===== src/rtl/tlc_pkg.sv =====
// tlc_pkg: shared sizes, colour indices and FSM state for the TLC5955 frame loader
package tlc_pkg;
    localparam int NUM_CH = 16;
    localparam int GS_W   = 16;
    localparam int COL_R  = 0;
    localparam int COL_G  = 1;
    localparam int COL_B  = 2;
    typedef enum logic {S_IDLE, S_STREAM} state_t;
endpackage


===== src/rtl/tlc_gs_bank.sv =====
// tlc_gs_bank: NUM_CH x 3 x GS_W grayscale register file, one write port, one {B,G,R} read port
module tlc_gs_bank
    import tlc_pkg::*;
#(
    parameter int NUM_CH = tlc_pkg::NUM_CH,
    parameter int GS_W   = tlc_pkg::GS_W,
    parameter int ADDR_W = 6,
    localparam int CH_W  = $clog2(NUM_CH)
) (
    input  logic                clk,
    input  logic                rst,
    input  logic                we,
    input  logic [ADDR_W-1:0]   wr_addr,
    input  logic [GS_W-1:0]     wr_data,
    input  logic [CH_W-1:0]     rd_ch,
    output logic [3*GS_W-1:0]   rd_data
);
    logic [GS_W-1:0] mem_q [NUM_CH][3];

    // Full-address match per entry, so addresses past the last channel hit nothing
    always_ff @(posedge clk or posedge rst) begin
        if (rst) begin
            for (int c = 0; c < NUM_CH; c++)
                for (int k = 0; k < 3; k++)
                    mem_q[c][k] <= '0;
        end else if (we) begin
            for (int c = 0; c < NUM_CH; c++)
                for (int k = 0; k < 3; k++)
                    if (wr_addr == ADDR_W'(3 * c + k)) mem_q[c][k] <= wr_data;
        end
    end

    assign rd_data = {mem_q[rd_ch][COL_B], mem_q[rd_ch][COL_G], mem_q[rd_ch][COL_R]};
endmodule


===== src/rtl/tlc_gs_frame_loader.sv =====
// tlc_gs_frame_loader: double-buffered GS frame store streaming {B,G,R} words to the TLC5955 driver
module tlc_gs_frame_loader
    import tlc_pkg::*;
#(
    parameter int NUM_CH = tlc_pkg::NUM_CH,
    parameter int GS_W   = tlc_pkg::GS_W,
    parameter int ADDR_W = 6,
    localparam int CH_W  = $clog2(NUM_CH)
) (
    input  logic                clk,
    input  logic                rst,
    input  logic                wr_en,
    input  logic [ADDR_W-1:0]   wr_addr,
    input  logic [GS_W-1:0]     wr_data,
    input  logic                commit,
    output logic                commit_pend,
    input  logic                frame_start,
    output logic                word_valid,
    input  logic                word_ready,
    output logic [3*GS_W-1:0]   word_data,
    output logic                word_last,
    output logic                overrun
);
    localparam logic [CH_W-1:0] LAST_CH = CH_W'(NUM_CH - 1);

    state_t              state_q, state_d;
    logic [CH_W-1:0]     idx_q, idx_d, rd_ch;
    logic                active_q, active_d, commit_pend_q, commit_pend_d;
    logic                last_q, last_d, overrun_q, overrun_d;
    logic [3*GS_W-1:0]   data_q, data_d, rd0, rd1, rd_data;
    logic                swap, fire;

    tlc_gs_bank #(.NUM_CH(NUM_CH), .GS_W(GS_W), .ADDR_W(ADDR_W)) u_bank0 (
        .clk(clk), .rst(rst), .we(wr_en && active_q), .wr_addr(wr_addr),
        .wr_data(wr_data), .rd_ch(rd_ch), .rd_data(rd0)
    );
    tlc_gs_bank #(.NUM_CH(NUM_CH), .GS_W(GS_W), .ADDR_W(ADDR_W)) u_bank1 (
        .clk(clk), .rst(rst), .we(wr_en && !active_q), .wr_addr(wr_addr),
        .wr_data(wr_data), .rd_ch(rd_ch), .rd_data(rd1)
    );

    // Reads follow the next-cycle active bank so the first word after a swap is already from the new frame
    assign rd_data = active_d ? rd1 : rd0;

    always_comb begin
        swap          = state_q == S_IDLE && frame_start && commit_pend_q;
        fire          = word_valid && word_ready;
        active_d      = active_q ^ swap;
        commit_pend_d = commit || (commit_pend_q && !swap);
        overrun_d     = state_q == S_STREAM && frame_start;
        rd_ch         = state_q == S_STREAM ? idx_q - CH_W'(1) : LAST_CH;
        state_d       = state_q;
        idx_d         = idx_q;
        data_d        = data_q;
        last_d        = last_q;
        if (state_q == S_IDLE && frame_start) begin
            state_d = S_STREAM;
            idx_d   = LAST_CH;
            data_d  = rd_data;
            last_d  = LAST_CH == '0;
        end else if (fire && last_q) begin
            state_d = S_IDLE;
            last_d  = 1'b0;
        end else if (fire) begin
            idx_d  = rd_ch;
            data_d = rd_data;
            last_d = rd_ch == '0;
        end
    end

    always_ff @(posedge clk or posedge rst) begin
        if (rst) begin
            state_q       <= S_IDLE;
            idx_q         <= LAST_CH;
            active_q      <= 1'b0;
            commit_pend_q <= 1'b0;
            data_q        <= '0;
            last_q        <= 1'b0;
            overrun_q     <= 1'b0;
        end else begin
            state_q       <= state_d;
            idx_q         <= idx_d;
            active_q      <= active_d;
            commit_pend_q <= commit_pend_d;
            data_q        <= data_d;
            last_q        <= last_d;
            overrun_q     <= overrun_d;
        end
    end

    assign word_valid  = state_q == S_STREAM;
    assign word_data   = data_q;
    assign word_last   = last_q;
    assign overrun     = overrun_q;
    assign commit_pend = commit_pend_q;
endmodule


===== config.mk =====
export PLATFORM = sky130hd
export DESIGN_NAME = tlc_gs_frame_loader
export DESIGN_NICKNAME = d
export VERILOG_FILES = /design/src/rtl/tlc_pkg.sv /design/src/rtl/tlc_gs_bank.sv /design/src/rtl/tlc_gs_frame_loader.sv
export SDC_FILE = /design/constraint.sdc
export NUM_CORES = 2
export LEC_CHECK = 0
export BUFFER_PORTS_ARGS = -buffer_cell sky130_fd_sc_hd__buf_2
export CAP_MARGIN = 20
export CORE_MARGIN = 2
export CORE_UTILIZATION = 57
export CTS_CLUSTER_SIZE = 40
export DETAILED_ROUTE_END_ITERATION = 12
export PLACE_DENSITY = 0.76
export SLEW_MARGIN = 20
export SYNTH_ARGS = -nofsm -noshare
export SYNTH_HDL_FRONTEND = slang
export SYNTH_SLANG_ARGS = --single-unit

===== constraint.sdc =====
create_clock -name clk -period 50 [get_ports clk]
set_input_delay 7.5 -clock clk [delete_from_list [all_inputs] [get_ports clk]]
set_output_delay 7.5 -clock clk [all_outputs]
set_load 0.05 [all_outputs]

==> impl_metrics.json <==
{
  "final_nets": 5233,
  "synth_edf_count": 0,
  "power.leakage_nw": 38.2,
  "drtAntennaViolNets": 0,
  "grt_overflow": 0,
  "top_layer_used": "met5",
  "syn_nets": 5356,
  "route.met3.wl_mm": 20.3,
  "drive_gt1_share_pct": 41.9,
  "r2r-start": "idx_q[0]$_DFFE_PP1P_",
  "setup-tns-final_ps": 0,
  "antenna_found_initial": 15,
  "yosys_warnings": 0,
  "drc_errors": 0,
  "cp_slowest_stage_delay_ps": 870,
  "io_buffers": 79,
  "numCtsBuffers": 164,
  "hp-class": "flop to flop",
  "grt_pass1_vias": 47992,
  "vias": 47167,
  "synth.avg_cell_area_um2": 13.6,
  "worstMarginPinSlew_ps": 1190,
  "first_pass_iters": 6,
  "finClkSkew_ps": 34.8,
  "worstPathArrival_ps": 12260,
  "ys_types": 72,
  "vias_per_cell": 6.74,
  "grt_max_degree": 180,
  "crit_path_end_kind": "async pin",
  "drv_slew": 0,
  "start_kind": "input port",
  "n_fill_cell": 9283,
  "hp-start": "u_bank1.mem_q[111]$_DFFE_PP0P_",
  "ys_ff_latch": 1593,
  "cts_setup_buffers": 0,
  "fin_area_um2": 79500,
  "htree_levels": 4,
  "post_drt_wl_per_cell_um": 29.9,
  "rows": 130,
  "clk_latency_ps": 830,
  "path_class": "input port to async pin",
  "period_share_pct": 22.9,
  "path_cells": "buf_2 -> clkinvlp_4 -> buf_4 -> buf_12 -> buf_4 -> buf_4 -> buf_4",
  "crit_fanout": 170,
  "cts_hold_buf": 0,
  "clkSinkCount": 1593,
  "drtIter0Drc": 5315,
  "synth_area_um2": 72500,
  "setup_viol": 0,
  "routabilityCongestion": 0.901,
  "wirelength_met1_mm": 83.9,
  "place_area_um2": 74000,
  "hold_path_end": "u_bank1.mem_q[111]$_DFFE_PP0P_",
  "ios": 80,
  "totalWireLength_mm": 209,
  "die_h_um": 361,
  "rsz0062_at_grt": "false",
  "die_width_um": 361,
  "track_usage_pct": 32.3,
  "cts_resized": 0,
  "clk_pin_slew_ps": 60,
  "timing.final.crit_period_ps": 11460,
  "status": "completed",
  "relSlewSlack_pct": 20.6,
  "async_flop_share_pct": 100,
  "hold_violations": 0,
  "initial_core_util_pct": 57.6,
  "root_buffer": "clkbuf_16",
  "seq_area_frac_synth_pct": 55.0,
  "crit_family": "buffers and inverters",
  "timing.fmax_mhz": 87.2,
  "r2r_setup_slack_ps": 44640,
  "path_buf_inv": 7,
  "hold_depth": 1,
  "worst_path_max_delay_cell": "buf_4",
  "wl_met2_mm": 93.5,
  "synth_cells": 5327,
  "core-area_um2": 126000,
  "dp_hpwl_mm": 124,
  "r2r-end": "word_data[25]$_DFFE_PP0P_",
  "worstSetupStartpoint": "rst",
  "cts.path.max_buffers": 3,
  "vdd_drop_max_mv": 0.0429,
  "cts_tree": "yes",
  "p_per_area_nw_per_um2": 55.1,
  "die_area_um2": 130000,
  "r2r_cells": 10,
  "required_ps": 50800,
  "cp_common_cell": "buf_4",
  "whs_ps": 498,
  "cap_viol_max_count": 0,
  "grt_pass1_wl_mm": 313,
  "synth-main-ff-cell": "dfrtp_1",
  "syn_to_final_growth_pct": 9.59
}
per-layer routing:
layer  track usage (%)  vias to the layer above
li1                  -                    19316
met1              44.1                    25165
met2              47.9                     2169
met3              9.01                      511
met4              15.8                        6
met5                 0                        -
worst max-delay path by stage:
stage                                endpoint  slack (ps)  depth (start not counted)
6_report       u_bank0.mem_q[125]$_DFFE_PP0P_       38540                          7
5_1_grt         u_bank0.mem_q[31]$_DFFE_PP0P_       37800                          7
2_1_floorplan              active_q$_DFF_PP0_       20430                          1
4_1_cts        u_bank0.mem_q[223]$_DFFE_PP0P_       38430                          7
3_5_place_dp   u_bank0.mem_q[319]$_DFFE_PP0P_       37560                          7
3_3_place_gp   u_bank0.mem_q[223]$_DFFE_PP0P_       37660                          7
registers in the layout, indices dropped and copies added (netlist names):
| name | cells |
|---|---|
| commit_pend | 1 |
| word_last | 1 |
| u_bank0.mem_q | 768 |
| overrun | 1 |
| idx_q | 4 |
| active_q | 1 |
| word_data | 48 |
| u_bank1.mem_q | 768 |
| word_valid | 1 |
synthesized netlist by cell type, drive strengths merged (34+ instances only):
library cell | instances | share of area, %
mux2 | 1573 | 24
mux2i | 157 | 2.2
dfrtp | 1589 | 55
o21ai | 52 | 0.36
buf | 147 | 1.2
o22ai | 72 | 0.62
nand3 | 124 | 0.87
a221oi | 34 | 0.41
mux4 | 162 | 5.0
o2bb2ai | 36 | 0.43
nor3 | 52 | 0.37
nand2 | 360 | 1.9
a22oi | 36 | 0.37
a21oi | 149 | 1.0
nor2 | 117 | 0.62
clkbuf | 335 | 1.7
logic make-up after synthesis:
family                     share of synthesized area (%)
DFF                                                 55.0
buffers and inverters                               3.00
and+or+nand+nor                                     4.37
AOI/OAI and AO/OA                                   5.91
adders and majority gates                         0.0173
muxes                                               31.6
xor gates and xnor gates                          0.0949
layout by cell type (no fill, tap or decap), types with 33 or more instances in the layout:
cell,count
a21oi_1,149
a221oi_1,34
a22oi_1,36
buf_2,63
buf_4,115
clkbuf_1,53
clkbuf_16,164
dfrtp_1,1588
mux2_2,1573
mux2i_1,157
mux4_2,162
nand2_1,353
nand3_1,121
nor2_1,101
nor3_1,48
o21ai_0,43
o221ai_1,33
o22ai_1,72
o2bb2ai_1,36
metrics by stage:
stage                     setup WS, ps  power, mW  utilization, %  std cells
final                            38540       4.38            63.1       7000
after global routing             37800       4.53            63.1       6995
after CTS                        38430       4.35            63.0       6986
after detailed placement         37560       3.14            58.8       6684
after global placement           37660       3.10            58.8       6683
after floorplan                  20430       2.63               -       5327
worst reg2reg max path, cell delays in order (launching register included):
cell and delay [ps]:
dfstp_4 940, inv_6 380, ha_4 340, xnor2_4 160, nand2_4 460, buf_4 670, buf_4 670, mux4_2 650
o221ai_1 450, a21oi_1 250, a32o_1 290
power breakdown:
group	total (mW)	internal [mW]	switching, mW
combinational	1.51	0.530	0.976
clock	1.22	0.691	0.525
sequential	1.66	1.50	0.155
layout make-up:
type / count / area, um2 / share of cell area [%]
multi-input combinational: 3230 / 30600 / 38.6
clock inverter: 53 / 581 / 0.731
inverter: 22 / 91.3 / 0.115
timing repair buffer: 193 / 1440 / 1.82
tap: 1650 / 2060 / 2.60
clock buffer: 249 / 4740 / 5.97
sequential: 1593 / 39900 / 50.2
antenna: 10 / 25.0 / 0.0315
(Power assumes the default switching activity.)
